`src/rtl/y86_regfile_mp.sv`:
```
`default_nettype none
// ============================================================================
//  Module   : y86_regfile_mp
//  Purpose  : Multi-port Y86-64 register file for the decode/writeback
//             stages. Two registered read ports, two write ports (E and M,
//             M wins on a shared destination), a per-register busy
//             scoreboard for RAW-hazard detection, and a sticky error flag.
//
//  Ports    : clk      - clock, all state changes on the rising edge
//             rst_n    - synchronous active-low reset
//             rd_en    - capture read data into val_a / val_b on this edge
//             src_a/b  - read indices; val_a/b - registered read data
//             wr_e_en, dst_e, val_e - E write port
//             wr_m_en, dst_m, val_m - M write port
//             rsv_en, rsv_reg       - mark a register busy
//             busy_a/b - combinational busy status of src_a / src_b
//             err_clr  - clear sticky error; err - sticky error flag
//
//  Build option:
//             RF_BYPASS_EN - when defined, a read on the same edge as a
//             write to the same register returns the write data (M over E).
//             When undefined, the read returns the pre-write content.
//
//  Revision : 1.0 - initial release
// ============================================================================
module y86_regfile_mp #(
    parameter int unsigned        DATA_W   = 64,
    parameter int unsigned        NUM_REGS = 15,
    parameter int unsigned        ADDR_W   = 4,
    parameter logic [ADDR_W-1:0]  RNONE    = 4'hF
) (
    input  logic                clk,
    input  logic                rst_n,
    input  logic                rd_en,
    input  logic [ADDR_W-1:0]   src_a,
    input  logic [ADDR_W-1:0]   src_b,
    output logic [DATA_W-1:0]   val_a,
    output logic [DATA_W-1:0]   val_b,
    input  logic                wr_e_en,
    input  logic [ADDR_W-1:0]   dst_e,
    input  logic [DATA_W-1:0]   val_e,
    input  logic                wr_m_en,
    input  logic [ADDR_W-1:0]   dst_m,
    input  logic [DATA_W-1:0]   val_m,
    input  logic                rsv_en,
    input  logic [ADDR_W-1:0]   rsv_reg,
    output logic                busy_a,
    output logic                busy_b,
    input  logic                err_clr,
    output logic                err
);

    // Register count expressed at index width so every index comparison
    // happens at ADDR_W bits.
    localparam logic [ADDR_W-1:0] C_NUM_REGS = ADDR_W'(NUM_REGS);

    // ------------------------------------------------------------------
    // Index classification
    // ------------------------------------------------------------------
    // Index names a real architectural register.
    function automatic logic f_is_reg(input logic [ADDR_W-1:0] idx);
        return (idx != RNONE) && (idx < C_NUM_REGS);
    endfunction

    // Index is neither a register nor RNONE: an illegal encoding.
    function automatic logic f_is_bad(input logic [ADDR_W-1:0] idx);
        return (idx != RNONE) && (idx >= C_NUM_REGS);
    endfunction

    // ------------------------------------------------------------------
    // State
    // ------------------------------------------------------------------
    logic [DATA_W-1:0]   r_rf [NUM_REGS];
    logic [NUM_REGS-1:0] r_busy;
    logic [DATA_W-1:0]   r_val_a;
    logic [DATA_W-1:0]   r_val_b;
    logic                r_err;

    // ------------------------------------------------------------------
    // Qualified requests
    // ------------------------------------------------------------------
    logic w_src_a_ok;
    logic w_src_b_ok;
    logic w_e_ok;
    logic w_m_ok;
    logic w_rsv_ok;
    logic w_collision;
    logic w_range_err;
    logic w_err_set;

    assign w_src_a_ok = f_is_reg(src_a);
    assign w_src_b_ok = f_is_reg(src_b);
    assign w_e_ok     = wr_e_en && f_is_reg(dst_e);
    assign w_m_ok     = wr_m_en && f_is_reg(dst_m);
    assign w_rsv_ok   = rsv_en  && f_is_reg(rsv_reg);

    // Both writers aiming at the same real register in one edge.
    assign w_collision = w_e_ok && w_m_ok && (dst_e == dst_m);

    // Out-of-range indices only count when the port that uses them is
    // active; idle ports may carry stale garbage.
    assign w_range_err = (rd_en   && (f_is_bad(src_a) || f_is_bad(src_b)))
                       || (wr_e_en && f_is_bad(dst_e))
                       || (wr_m_en && f_is_bad(dst_m))
                       || (rsv_en  && f_is_bad(rsv_reg));

    assign w_err_set = w_collision || w_range_err;

    // ------------------------------------------------------------------
    // Per-register write / reserve decode
    // ------------------------------------------------------------------
    logic [NUM_REGS-1:0] w_hit_e;
    logic [NUM_REGS-1:0] w_hit_m;
    logic [NUM_REGS-1:0] w_hit_rsv;

    generate
        for (genvar gi = 0; gi < NUM_REGS; gi++) begin : g_dec
            assign w_hit_e[gi]   = w_e_ok   && (dst_e   == ADDR_W'(gi));
            assign w_hit_m[gi]   = w_m_ok   && (dst_m   == ADDR_W'(gi));
            assign w_hit_rsv[gi] = w_rsv_ok && (rsv_reg == ADDR_W'(gi));
        end
    endgenerate

    // ------------------------------------------------------------------
    // Register array and scoreboard
    // ------------------------------------------------------------------
    always_ff @(posedge clk) begin
        for (int i = 0; i < NUM_REGS; i++) begin
            if (!rst_n) begin
                r_rf[i]   <= '0;
                r_busy[i] <= 1'b0;
            end else begin
                // M is the later pipeline stage, so its value wins.
                if (w_hit_m[i]) begin
                    r_rf[i] <= val_m;
                end else if (w_hit_e[i]) begin
                    r_rf[i] <= val_e;
                end

                // A new reservation belongs to a younger instruction than
                // the one completing now, so it overrides the clear.
                if (w_hit_rsv[i]) begin
                    r_busy[i] <= 1'b1;
                end else if (w_hit_e[i] || w_hit_m[i]) begin
                    r_busy[i] <= 1'b0;
                end
            end
        end
    end

    // ------------------------------------------------------------------
    // Read path
    // ------------------------------------------------------------------
    logic [DATA_W-1:0] w_rf_a;
    logic [DATA_W-1:0] w_rf_b;
    logic              w_busy_a;
    logic              w_busy_b;

    // Array lookups; RNONE and out-of-range indices fall through to zero.
    always_comb begin
        w_rf_a   = '0;
        w_rf_b   = '0;
        w_busy_a = 1'b0;
        w_busy_b = 1'b0;
        for (int i = 0; i < NUM_REGS; i++) begin
            if (w_src_a_ok && (src_a == ADDR_W'(i))) begin
                w_rf_a   = r_rf[i];
                w_busy_a = r_busy[i];
            end
            if (w_src_b_ok && (src_b == ADDR_W'(i))) begin
                w_rf_b   = r_rf[i];
                w_busy_b = r_busy[i];
            end
        end
    end

    logic [DATA_W-1:0] w_rd_a;
    logic [DATA_W-1:0] w_rd_b;

`ifdef RF_BYPASS_EN
    // Forward same-edge write data. A matching dst is already known to be
    // a real register, so the source is implicitly valid too.
    always_comb begin
        w_rd_a = w_rf_a;
        w_rd_b = w_rf_b;
        if (w_m_ok && (dst_m == src_a)) begin
            w_rd_a = val_m;
        end else if (w_e_ok && (dst_e == src_a)) begin
            w_rd_a = val_e;
        end
        if (w_m_ok && (dst_m == src_b)) begin
            w_rd_b = val_m;
        end else if (w_e_ok && (dst_e == src_b)) begin
            w_rd_b = val_e;
        end
    end
`else
    // Reads see the pre-write content; new data appears on the next read.
    always_comb begin
        w_rd_a = w_rf_a;
        w_rd_b = w_rf_b;
    end
`endif

    always_ff @(posedge clk) begin
        if (!rst_n) begin
            r_val_a <= '0;
            r_val_b <= '0;
        end else if (rd_en) begin
            r_val_a <= w_rd_a;
            r_val_b <= w_rd_b;
        end
    end

    // ------------------------------------------------------------------
    // Sticky error: a new error in the clearing edge keeps the flag set.
    // ------------------------------------------------------------------
    always_ff @(posedge clk) begin
        if (!rst_n) begin
            r_err <= 1'b0;
        end else if (w_err_set) begin
            r_err <= 1'b1;
        end else if (err_clr) begin
            r_err <= 1'b0;
        end
    end

    // ------------------------------------------------------------------
    // Outputs
    // ------------------------------------------------------------------
    assign val_a  = r_val_a;
    assign val_b  = r_val_b;
    assign busy_a = w_busy_a;
    assign busy_b = w_busy_b;
    assign err    = r_err;

endmodule
`default_nettype wire

```
`config.mk`:
```
export PLATFORM = sky130hd
export DESIGN_NAME = y86_regfile_mp
export DESIGN_NICKNAME = d
export VERILOG_FILES = /design/src/rtl/y86_regfile_mp.sv
export SDC_FILE = /design/constraint.sdc
export NUM_CORES = 2
export LEC_CHECK = 0
export ABC_AREA = 1
export BUFFER_PORTS_ARGS = -buffer_cell sky130_fd_sc_hd__buf_4
export CAP_MARGIN = 20
export CORE_ASPECT_RATIO = 2
export CORE_MARGIN = 3
export CORE_UTILIZATION = 30
export DETAILED_ROUTE_END_ITERATION = 10
export PLACE_DENSITY = 0.45
export SLEW_MARGIN = 25
export SYNTH_ARGS = -nofsm -noshare
export SYNTH_HDL_FRONTEND = slang
export SYNTH_SLANG_ARGS = --single-unit
```
`constraint.sdc`:
```
create_clock -name clk -period 5.8 [get_ports clk]
set_input_delay 0.29 -clock clk [delete_from_list [all_inputs] [get_ports clk]]
set_output_delay 0.29 -clock clk [all_outputs]
set_load 0.02 [all_outputs]
```
==> results by group <==
Clock network
  – CTS H-tree lvls: 3
  – Number of clock sinks: roughly 1100
  – Clock root cell: clkbuf_16
  – Clock Pin Slew Worst Setup and Hold Paths: 60 ps
  – Total CTS buffers: ~110
  – Cts repair resizes: 0
  – Clk Latency, worst-skew pair: 740 ps
  – Clock Tree Buf Depth: 3
  – CTS tree: built

Logic synthesis
  – Sequential area share after synthesis: 54.3%
  – Synth Register Bits: 1104
  – Warning count from the yosys run: 0
  – Share of the synthesized area in the top cell type: around half
  – Cells after synthesis: between 7000 and 8000
  – Post-synth net total: 7176
  – Synth area leaders: edfxtp_1 (49%), nand2_1 (12%), o22ai_1 (9.6%), inv_1 (5.2%), dfxtp_1 (4.9%)
  – Syn Std Cell Area: 0.0583 sq mm
  – Syn Area/Cell: 8.31 sq um
  – Synth area leader: edfxtp_1
  – Distinct cells, synth: 33

Setup path
  – Worst Setup End Kind: output pin
  – Crit Path Class: input pin to output pin
  – Critical Path RT: 5510 ps
  – R2R setup slack: 3700 ps
  – Reg-to-reg endpoint: val_a[52]
  – Critical path launch point type: input pin
  – RR Startpoint: r_rf[0][180]
  – Crit path DAT: 3160 ps
  – CP max FO: 27
  – Depth of the worst register-to-register path: 10

Placed design
  – Final HPWL DP: between 150000 and 200000 um
  – Global placement routability congestion: 0.901
  – Port Buffers: between 200 and 300
  – # placed instances: 9381

Global route
  – Gr ovfl total: 0
  – GR Util All Layers: 28.7%
  – First-pass GRT wire length: 411000 um
  – Largest net degree at the start of global routing: 129
  – Vias in the first global route: 54137
  – Initial antenna violation count: 27

Floorplan
  – Die W: 318 um
  – Rows: about 230
  – Core ar.: 0.193 sq mm
  – Die Height: 630 um
  – Die outline area: 0.200 sq mm
  – Starting Density: 30.2%
  – Ports: between 200 and 300

Timing
  – WHS: 84.9 ps
  – Final Hold Viols: 0
  – Max_slew headroom: 18.7%
  – Final Skew: 28.3 ps
  – F_max: 0.290 GHz
  – Worst-margin pin slew: approximately 1200 ps
  – Final Cycle Share: approximately three fifths
  – Setup TNS: 0 ps
  – Fin. max-slew vios: 0
  – RSZ-0062 raised after global routing: no
  – Min cycle time layout: 3450 ps
  – # setup viols final: 0

Pwr
  – Int Power: 13900 uW
  – Sw Ratio: ~28%
  – Static Leak: 0.0261 uW
  – Clock network fraction of total power: 38.5%
  – Logic pwr share: approximately 12%
  – Worst vdd ir: 0.223 mV
  – Sw power: 5490 uW
  – Power density cells: between 200 and 300 mW/mm^2
  – Sequential share of power: 49.1%

Drt
  – Vias/cell: 5.82
  – DR WL/cell: 31.2 um
  – Final ANT Viol Nets: 0
  – Final WL: 301000 um
  – Number of DRC markers in iteration 0: 6998
  – DRC: 0
  – DRT Pass-1 Iters: 6
  – Via count: ~56000

Cells and area
  – Area grow syn2layout: 15.3%
  – Share of layout cells above drive strength 1: 9.63%
  – Post-Layout Cell Count: 9658
  – Layout Nets: 7187
  – Util after Layout: a little over a third

Hold path
  – Hold Path End: err
  – Hold Crit Class: input pin to flop
  – Hold Crit Start: wr_m_en
  – Worst Hold Depth: 5

Status
  – Status: finished clean

Run
  – Max cap viols: 0
[layout make-up]
cell class	instances	area [sq um]
Inverter	830	3130
Fill cell	19835	126000
Clock inverter	64	666
Tap cell	2530	3170
Sequential cell	1104	31700
Clock buffer	136	2860
Antenna cell	4	10.0
Multi-Input combinational cell	4503	21700
Timing Repair Buffer	487	4080
[Yosys cell counts, drive strengths merged]
cell type / n
a211oi: 1
a21oi: 220
a31oi: 1
and2: 1
buf: 121
clkbuf: 463
clkinv: 2
dfxtp: 144
edfxtp: 960
inv: 828
nand2: 1833
nand3: 212
nand4: 306
nor2: 684
nor3: 1
nor4: 4
o211ai: 69
o21ai: 244
o221ai: 1
o22ai: 898
o32ai: 2
or2: 25
xnor2: 1
[layout by cell type (no fill, tap or decap), drive strengths merged]
master / instances
a211oi: 1
a21oi: 220
a31oi: 1
and2: 1
buf: 414
bufinv: 13
clkbuf: 136
clkinv: 51
clkinvlp: 2
dfxtp: 144
diode: 4
dlygate4sd3: 73
edfxtp: 960
inv: 828
nand2: 1833
nand3: 212
nand4: 306
nor2: 684
nor3: 1
nor4: 4
o211ai: 69
o21ai: 244
o221ai: 1
o22ai: 898
o32ai: 2
or2: 25
xnor2: 1
[stage by stage]
stage | area, sq um | worst slack [ps] | power, uW
3_3_place_gp | 62900 | 1740 | 12000
5_1_grt | 67300 | 2310 | 19900
6_report | 67300 | 2350 | 19400
4_1_cts | 67300 | 2430 | 19400
2_1_floorplan | 58300 | 2460 | 10800
3_5_place_dp | 63000 | 1870 | 12000
[cells by family (layout without fill, tap and decap cells)]
family	after synthesis	in the layout	share of synthesized area [%]
compound gates	1436	1436	14.6
xor+xnor	1	1	0.0150
simple gates	3066	3066	21.7
flops	1104	1104	54.3
other cells	0	4	0
buf+inv	1414	1517	9.37
[worst max-delay path: stages]
cell and delay [ps]:
buf_4 130, nor2_2 170, inv_2 80, nor2_4 70
buf_4 450, inv_2 560, buf_4 490, o21ai_1 210
nand4_1 110, nor2_1 130, nand4_1 170, buf_4 210
[worst max path at each step]
stage,from,cells after the start,to
after floorplan,rst_n,4,r_rf[0][256]
after global placement,rst_n,6,r_rf[0][338]
after detailed placement,rst_n,7,r_rf[1][81]
after CTS,src_a[3],12,busy_a
after global routing,src_a[3],12,busy_a
final,src_a[3],12,busy_a
[power by group through the flow]
stage,Sequential [uW],Clock (uW),Combinational (uW)
floorplan,9660,0,1120
global placement,9650,0,2300
detailed placement,9660,0,2320
CTS,9490,7520,2370
global route,9550,7770,2540
finish,9510,7450,2410
[registers in the layout, summed over array words and instances (netlist names)]
name	flops
val_a	64
val_b	64
err	1
r_busy	15
r_rf	960
[routing by layer]
layer	share of wire, %	vias to the layer above	global-route usage, %	wire, um
met5	0.041	-	0	124
met3	9.7	998	5.51	29100
li1	-	24149	-	-
met2	48	3608	49.1	144000
met1	36	27395	33.4	107000
met4	6.7	18	16.9	20300
[repair_timing]
action                    CTS  global route
buffers inserted            0             0
hold endpoints to repair   80             0
hold buffers               73             0
Power figures use the tool's default switching activity.
